[src/rtl/vga_timing_pkg.sv]
//==============================================================================
// Module : vga_timing_pkg
// Brief  : Default 640x480@60 geometry, timing-mode type and sync-window helpers.
// Rev    : 1.0 - initial parametrised release
//==============================================================================
`default_nettype none

package vga_timing_pkg;

  localparam int CNT_W_DEF    = 10;
  localparam int H_ACTIVE_DEF = 640;
  localparam int H_FP_DEF     = 16;
  localparam int H_SYNC_DEF   = 96;
  localparam int H_BP_DEF     = 48;
  localparam int V_ACTIVE_DEF = 480;
  localparam int V_FP_DEF     = 10;
  localparam int V_SYNC_DEF   = 2;
  localparam int V_BP_DEF     = 33;
  localparam int H_TOTAL_DEF  = H_ACTIVE_DEF + H_FP_DEF + H_SYNC_DEF + H_BP_DEF;
  localparam int V_TOTAL_DEF  = V_ACTIVE_DEF + V_FP_DEF + V_SYNC_DEF + V_BP_DEF;

  typedef struct packed {
    logic [15:0] h_active;
    logic [15:0] h_fp;
    logic [15:0] h_sync;
    logic [15:0] h_bp;
    logic [15:0] v_active;
    logic [15:0] v_fp;
    logic [15:0] v_sync;
    logic [15:0] v_bp;
  } timing_mode_t;

  localparam timing_mode_t MODE_640X480 = '{
    h_active: 16'(H_ACTIVE_DEF), h_fp: 16'(H_FP_DEF),
    h_sync:   16'(H_SYNC_DEF),   h_bp: 16'(H_BP_DEF),
    v_active: 16'(V_ACTIVE_DEF), v_fp: 16'(V_FP_DEF),
    v_sync:   16'(V_SYNC_DEF),   v_bp: 16'(V_BP_DEF)
  };

  // Sync window is [start, end) in counter units.
  function automatic int sync_start(input int active, input int fp);
    return active + fp;
  endfunction

  function automatic int sync_end(input int active, input int fp, input int sync);
    return active + fp + sync;
  endfunction

  localparam int H_SYNC_START_DEF = H_ACTIVE_DEF + H_FP_DEF;
  localparam int H_SYNC_END_DEF   = H_SYNC_START_DEF + H_SYNC_DEF;
  localparam int V_SYNC_START_DEF = V_ACTIVE_DEF + V_FP_DEF;
  localparam int V_SYNC_END_DEF   = V_SYNC_START_DEF + V_SYNC_DEF;

endpackage

`default_nettype wire

[src/rtl/vga_axis_counter.sv]
//==============================================================================
// Module : vga_axis_counter
// Brief  : One raster axis: wrapping counter, wrap/active flags, registered sync.
// Rev    : 1.0 - initial parametrised release
//==============================================================================
`default_nettype none

module vga_axis_counter
  import vga_timing_pkg::*;
#(
  parameter int CNT_W      = CNT_W_DEF,
  parameter int TOTAL      = H_TOTAL_DEF,
  parameter int ACTIVE     = H_ACTIVE_DEF,
  parameter int SYNC_START = H_SYNC_START_DEF,
  parameter int SYNC_END   = H_SYNC_END_DEF,
  parameter bit POL        = 1'b0
) (
  input  logic             clock,
  input  logic             reset,
  input  logic             sample,
  input  logic             advance,
  output logic [CNT_W-1:0] count,
  output logic             wrap,
  output logic             sync,
  output logic             active
);

  localparam logic [CNT_W-1:0] LAST = CNT_W'(TOTAL - 1);
  localparam logic [CNT_W-1:0] ACT  = CNT_W'(ACTIVE);
  localparam logic [CNT_W-1:0] SS   = CNT_W'(SYNC_START);
  localparam logic [CNT_W-1:0] SE   = CNT_W'(SYNC_END);

  logic in_sync;

  assign wrap    = (count == LAST);
  assign active  = (count < ACT);
  assign in_sync = (count >= SS) && (count < SE);

  // Sync is sampled from the pre-advance count, so it trails the counter by one tick.
  always_ff @(posedge clock) begin
    if (!reset) begin
      count <= '0;
      sync  <= ~POL;
    end else begin
      if (sample)
        sync <= in_sync ? POL : ~POL;
      if (advance)
        count <= wrap ? '0 : count + CNT_W'(1);
    end
  end

endmodule

`default_nettype wire

[src/rtl/vga_timing_gen.sv]
//==============================================================================
// Module : vga_timing_gen
// Brief  : Parametrised VGA raster timing with divider, enable and strobes.
//          Optional VGA_TIMING_LOOKAHEAD_EN adds next_x/next_y prefetch outputs.
// Rev    : 1.0 - initial parametrised release
//==============================================================================
`default_nettype none

module vga_timing_gen
  import vga_timing_pkg::*;
#(
  parameter int H_ACTIVE = H_ACTIVE_DEF,
  parameter int H_FP     = H_FP_DEF,
  parameter int H_SYNC   = H_SYNC_DEF,
  parameter int H_BP     = H_BP_DEF,
  parameter int V_ACTIVE = V_ACTIVE_DEF,
  parameter int V_FP     = V_FP_DEF,
  parameter int V_SYNC   = V_SYNC_DEF,
  parameter int V_BP     = V_BP_DEF,
  parameter int CNT_W    = CNT_W_DEF,
  parameter int CLK_DIV  = 1,
  parameter bit H_POL    = 1'b0,
  parameter bit V_POL    = 1'b0
) (
  input  logic             clock,
  input  logic             reset,
  input  logic             enable,
  output logic             pix_en,
  output logic [CNT_W-1:0] h_count,
  output logic [CNT_W-1:0] v_count,
  output logic             h_sync,
  output logic             v_sync,
  output logic             bright,
  output logic             line_start,
  output logic             frame_start
`ifdef VGA_TIMING_LOOKAHEAD_EN
  ,
  output logic [CNT_W-1:0] next_x,
  output logic [CNT_W-1:0] next_y
`endif
);

  localparam int H_TOTAL = H_ACTIVE + H_FP + H_SYNC + H_BP;
  localparam int V_TOTAL = V_ACTIVE + V_FP + V_SYNC + V_BP;
  localparam int DIV_W   = (CLK_DIV > 1) ? $clog2(CLK_DIV) : 1;
  localparam logic [DIV_W-1:0] DIV_LAST = DIV_W'(CLK_DIV - 1);

  logic [DIV_W-1:0] div;
  logic             tick;
  logic             h_wrap, v_wrap, h_active, v_active;

  assign tick = enable && (div == DIV_LAST);

  always_ff @(posedge clock) begin
    if (!reset)
      div <= '0;
    else if (enable)
      div <= tick ? '0 : div + DIV_W'(1);
  end

  vga_axis_counter #(
    .CNT_W(CNT_W), .TOTAL(H_TOTAL), .ACTIVE(H_ACTIVE),
    .SYNC_START(sync_start(H_ACTIVE, H_FP)),
    .SYNC_END(sync_end(H_ACTIVE, H_FP, H_SYNC)),
    .POL(H_POL)
  ) u_h_axis (
    .clock(clock), .reset(reset), .sample(tick), .advance(tick),
    .count(h_count), .wrap(h_wrap), .sync(h_sync), .active(h_active)
  );

  vga_axis_counter #(
    .CNT_W(CNT_W), .TOTAL(V_TOTAL), .ACTIVE(V_ACTIVE),
    .SYNC_START(sync_start(V_ACTIVE, V_FP)),
    .SYNC_END(sync_end(V_ACTIVE, V_FP, V_SYNC)),
    .POL(V_POL)
  ) u_v_axis (
    .clock(clock), .reset(reset), .sample(tick), .advance(tick && h_wrap),
    .count(v_count), .wrap(v_wrap), .sync(v_sync), .active(v_active)
  );

  // Strobes and pix_en drop to 0 on any edge without a tick, including while disabled.
  always_ff @(posedge clock) begin
    if (!reset) begin
      pix_en      <= 1'b0;
      bright      <= 1'b0;
      line_start  <= 1'b0;
      frame_start <= 1'b0;
    end else begin
      pix_en      <= tick;
      line_start  <= tick && h_wrap;
      frame_start <= tick && h_wrap && v_wrap;
      if (tick)
        bright <= h_active && v_active;
    end
  end

`ifdef VGA_TIMING_LOOKAHEAD_EN
  localparam logic [CNT_W-1:0] H_LAST = CNT_W'(H_TOTAL - 1);
  localparam logic [CNT_W-1:0] V_LAST = CNT_W'(V_TOTAL - 1);

  // Runs one position ahead of the counters, so it wraps one tick earlier.
  always_ff @(posedge clock) begin
    if (!reset) begin
      next_x <= CNT_W'(1);
      next_y <= '0;
    end else if (tick) begin
      next_x <= (next_x == H_LAST) ? '0 : next_x + CNT_W'(1);
      if (next_x == H_LAST)
        next_y <= (next_y == V_LAST) ? '0 : next_y + CNT_W'(1);
    end
  end
`endif

endmodule

`default_nettype wire
[config.mk]
export PLATFORM = sky130hd
export DESIGN_NAME = vga_timing_gen
export DESIGN_NICKNAME = d
export VERILOG_FILES = /design/src/rtl/vga_timing_pkg.sv /design/src/rtl/vga_axis_counter.sv /design/src/rtl/vga_timing_gen.sv
export SDC_FILE = /design/constraint.sdc
export NUM_CORES = 1
export LEC_CHECK = 0
export ABC_AREA = 1
export BUFFER_PORTS_ARGS = -buffer_cell sky130_fd_sc_hd__buf_2
export CAP_MARGIN = 20
export CORE_MARGIN = 5
export CORE_UTILIZATION = 55
export CTS_BUF_LIST = sky130_fd_sc_hd__clkbuf_8
export CTS_CLUSTER_DIAMETER = 80
export DETAILED_ROUTE_END_ITERATION = 7
export GPL_ROUTABILITY_DRIVEN = 0
export PLACE_DENSITY = 0.83
export SYNTH_ARGS = -nofsm -noshare
export SYNTH_HDL_FRONTEND = slang
export SYNTH_SLANG_ARGS = --single-unit
export TNS_END_PERCENT = 5
[constraint.sdc]
create_clock -name clock -period 1.8 [get_ports clock]
set_input_delay 0.09 -clock clock [delete_from_list [all_inputs] [get_ports clock]]
set_output_delay 0.09 -clock clock [all_outputs]
set_load 0.05 [all_outputs]
* Yosys cells after proc, flatten, opt, wreduce, memory -nomap -nowiden
Cells that the tools add are included.
** Word-level totals
- Bits in latches :: 0
- Memories kept :: 0
- RAM bits :: 0
- Input port bits :: 3
- Word-level logic and storage cells :: 32
- Memory bits (read-only) :: 0
- Output and inout port bits :: 26
- Bits in registers :: 27
** Cells by class
- Multiplexer cells :: 5
- Add/subtract/negate cells :: 3
- $lt $le $gt $ge :: 6
- Multipliers :: 0
- Divide/modulo/power cells :: 0
- Reduce and logical (&&, ||, !) cells :: 6
- Bitwise operators :: 1
- Shifts and indexed selects :: 0
- Equality and inequality tests :: 2
** Operators with widths (count)
- 10-bit by 1-bit adder with 10-bit output, second input constant :: 2
- 10-bit equality test, second input constant :: 2
- 10-bit less-than comparator, second input constant :: 2
- 10-bit by 9-bit less-than comparator with 1-bit output, second input constant :: 2
- 10-bit 2-to-1 mux :: 2
- 10-bit greater-or-equal comparator, second input constant :: 1
- 10-bit by 9-bit greater-or-equal comparator with 1-bit output, second input constant :: 1
- 1-bit logical AND :: 6
- 1-bit 2-to-1 mux :: 3
- 1-bit adder, second input constant :: 1
- 1-bit inverter :: 1

* Logic depth before layout (Yosys ltp)
- Depth after elaboration :: 4
- Gate-level depth with buffers :: 9
- Depth with buffers taken out :: 9

* Hierarchy
From an unflattened synthesis, not the netlist that was laid out.
** Second synthesis, totals
- Cell total of the unflattened synthesis :: 196
- Area total of the unflattened synthesis :: 1413.9 um2
** Modules (own cells, without submodules)
- vga_axis_counter (u_h_axis) :: cells an instance 86, area an instance 624.3 um2, sequential area each 220.2 um2, instances 1
- vga_axis_counter (u_v_axis) :: cells an instance 85, area an instance 591.8 um2, sequential area each 220.2 um2, instances 1
- vga_timing_gen :: cells an instance 25, area an instance 197.7 um2, sequential area each 100.1 um2, instances 1

* Worst setup path after synthesis
OpenSTA, ideal clock, no wires.
- Path kind :: register -> register
- From :: reg u_h_axis.count[0]
- To :: reg u_v_axis.count[9]
- Required time :: 1686 ps
- Setup time :: 114 ps
- Cell stages (with the launch flop) :: 9
- Slack :: 71 ps
- Data arrival time :: 1614 ps
- Period minus slack after synthesis :: 1729 ps
- Path buffers :: 0
- Cell sequence :: dfxtp_1 -> ha_1 -> nand2_2 -> nor2_4 -> nand4_2 -> nand2_4 -> nand2_2 -> nand2_1 -> nor2_2
** Between the ends
- Longest elaborated chain between the ends :: 2
** Ends and longest elaborated chain
- start, declared :: line vga_axis_counter.sv:22 : output logic [CNT_W-1:0] count,
- start signal, assigned :: line vga_axis_counter.sv:48 : count <= wrap ? '0 : count + CNT_W'(1);
- 10-bit equality test :: line vga_axis_counter.sv:35 : assign wrap = (count == LAST);
- 1-bit logical AND :: line vga_timing_gen.sv:77 : .clock(clock), .reset(reset), .sample(tick), .advance(tick && h_wrap),
- end signal, assigned :: line vga_axis_counter.sv:48
- end, declared :: line vga_axis_counter.sv:22
Every way passes these cells.
A chain may end at the register's enable or synchronous reset.

* Worst setup path after layout
Ends and elaborated chain as after synthesis.

==> results.cfg <==
[clock_network]
clk_pin_slew_worst_paths_ns = 0.09
numClockSinks = 27
cts_tree = done
cts.repair.resized = 0
cts_setup_buffers = 0
cts-root-buf = clkbuf_8
cts_made_buffers = 3
clock_latency_ns = 0.27
clockBufferDepth = 2
cts_hold_buffers = 0
cts_max_level = 1

[routing]
ant_nets = 0
wl_mm = 3.487
drc = 0
avgViaCountPerCell = 5.155
vias = 1495
drt_iter0_drc = 60
drt-pass1-iter-count = 4
wl_per_cell_um = 12.02

[worst_setup_path]
crit_path_end_kind = flip-flop
crit_fanout = 9
path_cells = ha_1 > nand2_2 > nor2_4 > nand4_2 > nand2_4 > nand2_2 > nand2_1 > nor2_2
cpMostUsedCell = nand2_2
crit_slowest_cell = dfxtp_1
crit_family = simple AND/OR/NAND/NOR gates
crit_arrival_ns = 1.63
setup.worst_path.start_class = flip-flop
worst-path-buf-inv = 0
slowest_delay_ns = 0.40
cp.required_ns = 1.98
crit_type = flip-flop to flip-flop

[yosys]
synth.yosys.seq_area_share = 0.3527
synth_top_area_frac = 0.3527
syn_nets = 237
yosysTopAreaCell = dfxtp_1
post_synth_num_cell_types = 26
syn_inst = 230
netlist_area_mm2 = 0.001533
yosys-top-cells-area = dfxtp_1 35%, nand2_1 16%, inv_1 7.8%
syn_area_per_cell_um2 = 6.664
ys_ff_latch = 27
yosysWarnings = 0

[timing]
drv_slew = 0
setup_viol = 0
post-route-period-util = 0.8103
final.setup.tns_ns = 0
fin_skew_ns = 0.001472
fin_crit_ns = 1.459
rsz0062_at_grt = no
report.final.hold_viol_count = 0
max-slew-margin-rel = 0.6800
fmax_mhz = 685.6
tightest_slew_ns = 0.4795

[grt]
grt_first_pass_wirelength_mm = 6.044
track_usage = 0.1819
grt_pass1_vias = 1362
grt_max_degree = 16
grt_overflow = 0
antenna_found_initial = 0

[die]
dieArea_mm2 = 0.003943
fp-row-count = 19
die_x_um = 62.79
core_mm2 = 0.002710
initial_core_util = 0.5656
die_h_um = 62.79
ioPinCount = 29

[cells_and_area]
drive_above_1_share = 0.2124
nets = 267
diodes = 0
fill_cells = 277
finalInstanceArea_mm2 = 0.001740
mostFrequentLayoutCells = 64 x nand2_1, 33 x inv_1, 29 x nor2_1
syn_to_final_growth_pct = 13.55
layout_commonest_cell = nand2_1

[placement]
portBuffers = 28
place_area_mm2 = 0.001695
place_hpwl_mm = 2.665

[run]
max_cap_viol_count = 0

[pwr]
powerDensity_mw_per_mm2 = 595.5
ir_drop_v = 0.0005048
power_leakage_nw = 0.8321
power_w = 0.001036

[status]
outcome = completed

[hold_path]
hold_path.class = input port to flip-flop
[synth_stat cells]
| master | instances |
|---|---|
| a21oi_1 | 11 |
| a31o_2 | 1 |
| buf_2 | 1 |
| buf_4 | 1 |
| clkbuf_1 | 1 |
| clkinv_2 | 2 |
| dfxtp_1 | 27 |
| ha_1 | 4 |
| inv_1 | 32 |
| inv_2 | 2 |
| nand2_1 | 64 |
| nand2_2 | 4 |
| nand2_4 | 2 |
| nand3_1 | 13 |
| nand3_2 | 1 |
| nand4_1 | 5 |
| nand4_2 | 1 |
| nand4_4 | 1 |
| nor2_1 | 29 |
| nor2_2 | 6 |
| nor2_4 | 3 |
| nor3_1 | 7 |
| nor3b_2 | 1 |
| o211ai_1 | 1 |
| o21ai_0 | 7 |
| xor2_1 | 3 |
[power breakdown]
| group | leakage (nW) | switching (W) | total, W | internal (W) |
|---|---|---|---|---|
| registers | 0.219 | 0.00000719 | 0.000613 | 0.000606 |
| logic | 0.586 | 0.0000685 | 0.0000890 | 0.0000205 |
| clock network | 0.0269 | 0.000181 | 0.000334 | 0.000153 |
| total | 0.832 | 0.000257 | 0.00104 | 0.000780 |
[layout make-up]
| class | instances | area, um^2 | area share |
|---|---|---|---|
| Sequential cell | 27 | 540.5 | 0.3106 |
| Multi-Input combinational cell | 164 | 838.3 | 0.4817 |
| Clock inverter | 1 | 3.754 | 0.002157 |
| Tap cell | 31 | 38.79 | 0.02229 |
| Timing Repair Buffer | 28 | 140.1 | 0.08052 |
| Inverter | 36 | 137.6 | 0.07908 |
| Clock buffer | 3 | 41.29 | 0.02372 |
[worst paths after layout]
check                           cells after the start  slack (ns)               from           endpoint
worst min-delay path                                2        0.05             enable                div
worst max register to register                      8        0.34  u_h_axis.count[0]  u_v_axis.count[9]
worst min register to register                      2        0.48      u_h_axis.sync      u_h_axis.sync
worst max-delay path                                8        0.34  u_h_axis.count[0]  u_v_axis.count[9]
[flip-flops by register name (all words and copies together) (netlist names)]
| name | cells |
|---|---|
| line_start | 1 |
| u_h_axis.count | 10 |
| u_h_axis.sync | 1 |
| u_v_axis.count | 10 |
| frame_start | 1 |
| div | 1 |
| bright | 1 |
| u_v_axis.sync | 1 |
| pix_en | 1 |
[kinds of logic (layout without fill, tap and decap cells)]
| kind of cell | count (synthesis) | count (layout) | share of synthesized area |
|---|---|---|---|
| adder cells (fa/ha/maj) | 4 | 4 | 0.03265 |
| AO/OA/AOI/OAI | 20 | 20 | 0.06939 |
| AND/OR/NAND/NOR | 137 | 137 | 0.4277 |
| flip-flops | 27 | 27 | 0.3527 |
| XOR/XNOR | 3 | 3 | 0.01715 |
| buffers and inverters | 39 | 68 | 0.1004 |
[stage by stage]
stage / utilization / cells / hold WS, ns / setup slack, ns
after global placement: 0.6256 / 286 / 0.3357 / 0.4258
after floorplan: - / 230 / 0.1693 / 0.07144
final: 0.6422 / 290 / 0.04917 / 0.3415
after detailed placement: 0.6256 / 286 / 0.3365 / 0.3574
after global routing: 0.6422 / 290 / 0.04824 / 0.2081
after CTS: 0.6422 / 290 / 0.04420 / 0.3434
[routing by layer]
| metal | wire length, um | track usage | up-vias |
|---|---|---|---|
| met5 | 0 | 0 | - |
| met4 | 45 | 0.06366 | 0 |
| met3 | 186 | 0.05576 | 6 |
| met2 | 1568 | 0.2863 | 32 |
| met1 | 1687 | 0.2336 | 681 |
| li1 | - | - | 776 |
Note: power is estimated with default switching activity, not from simulation.
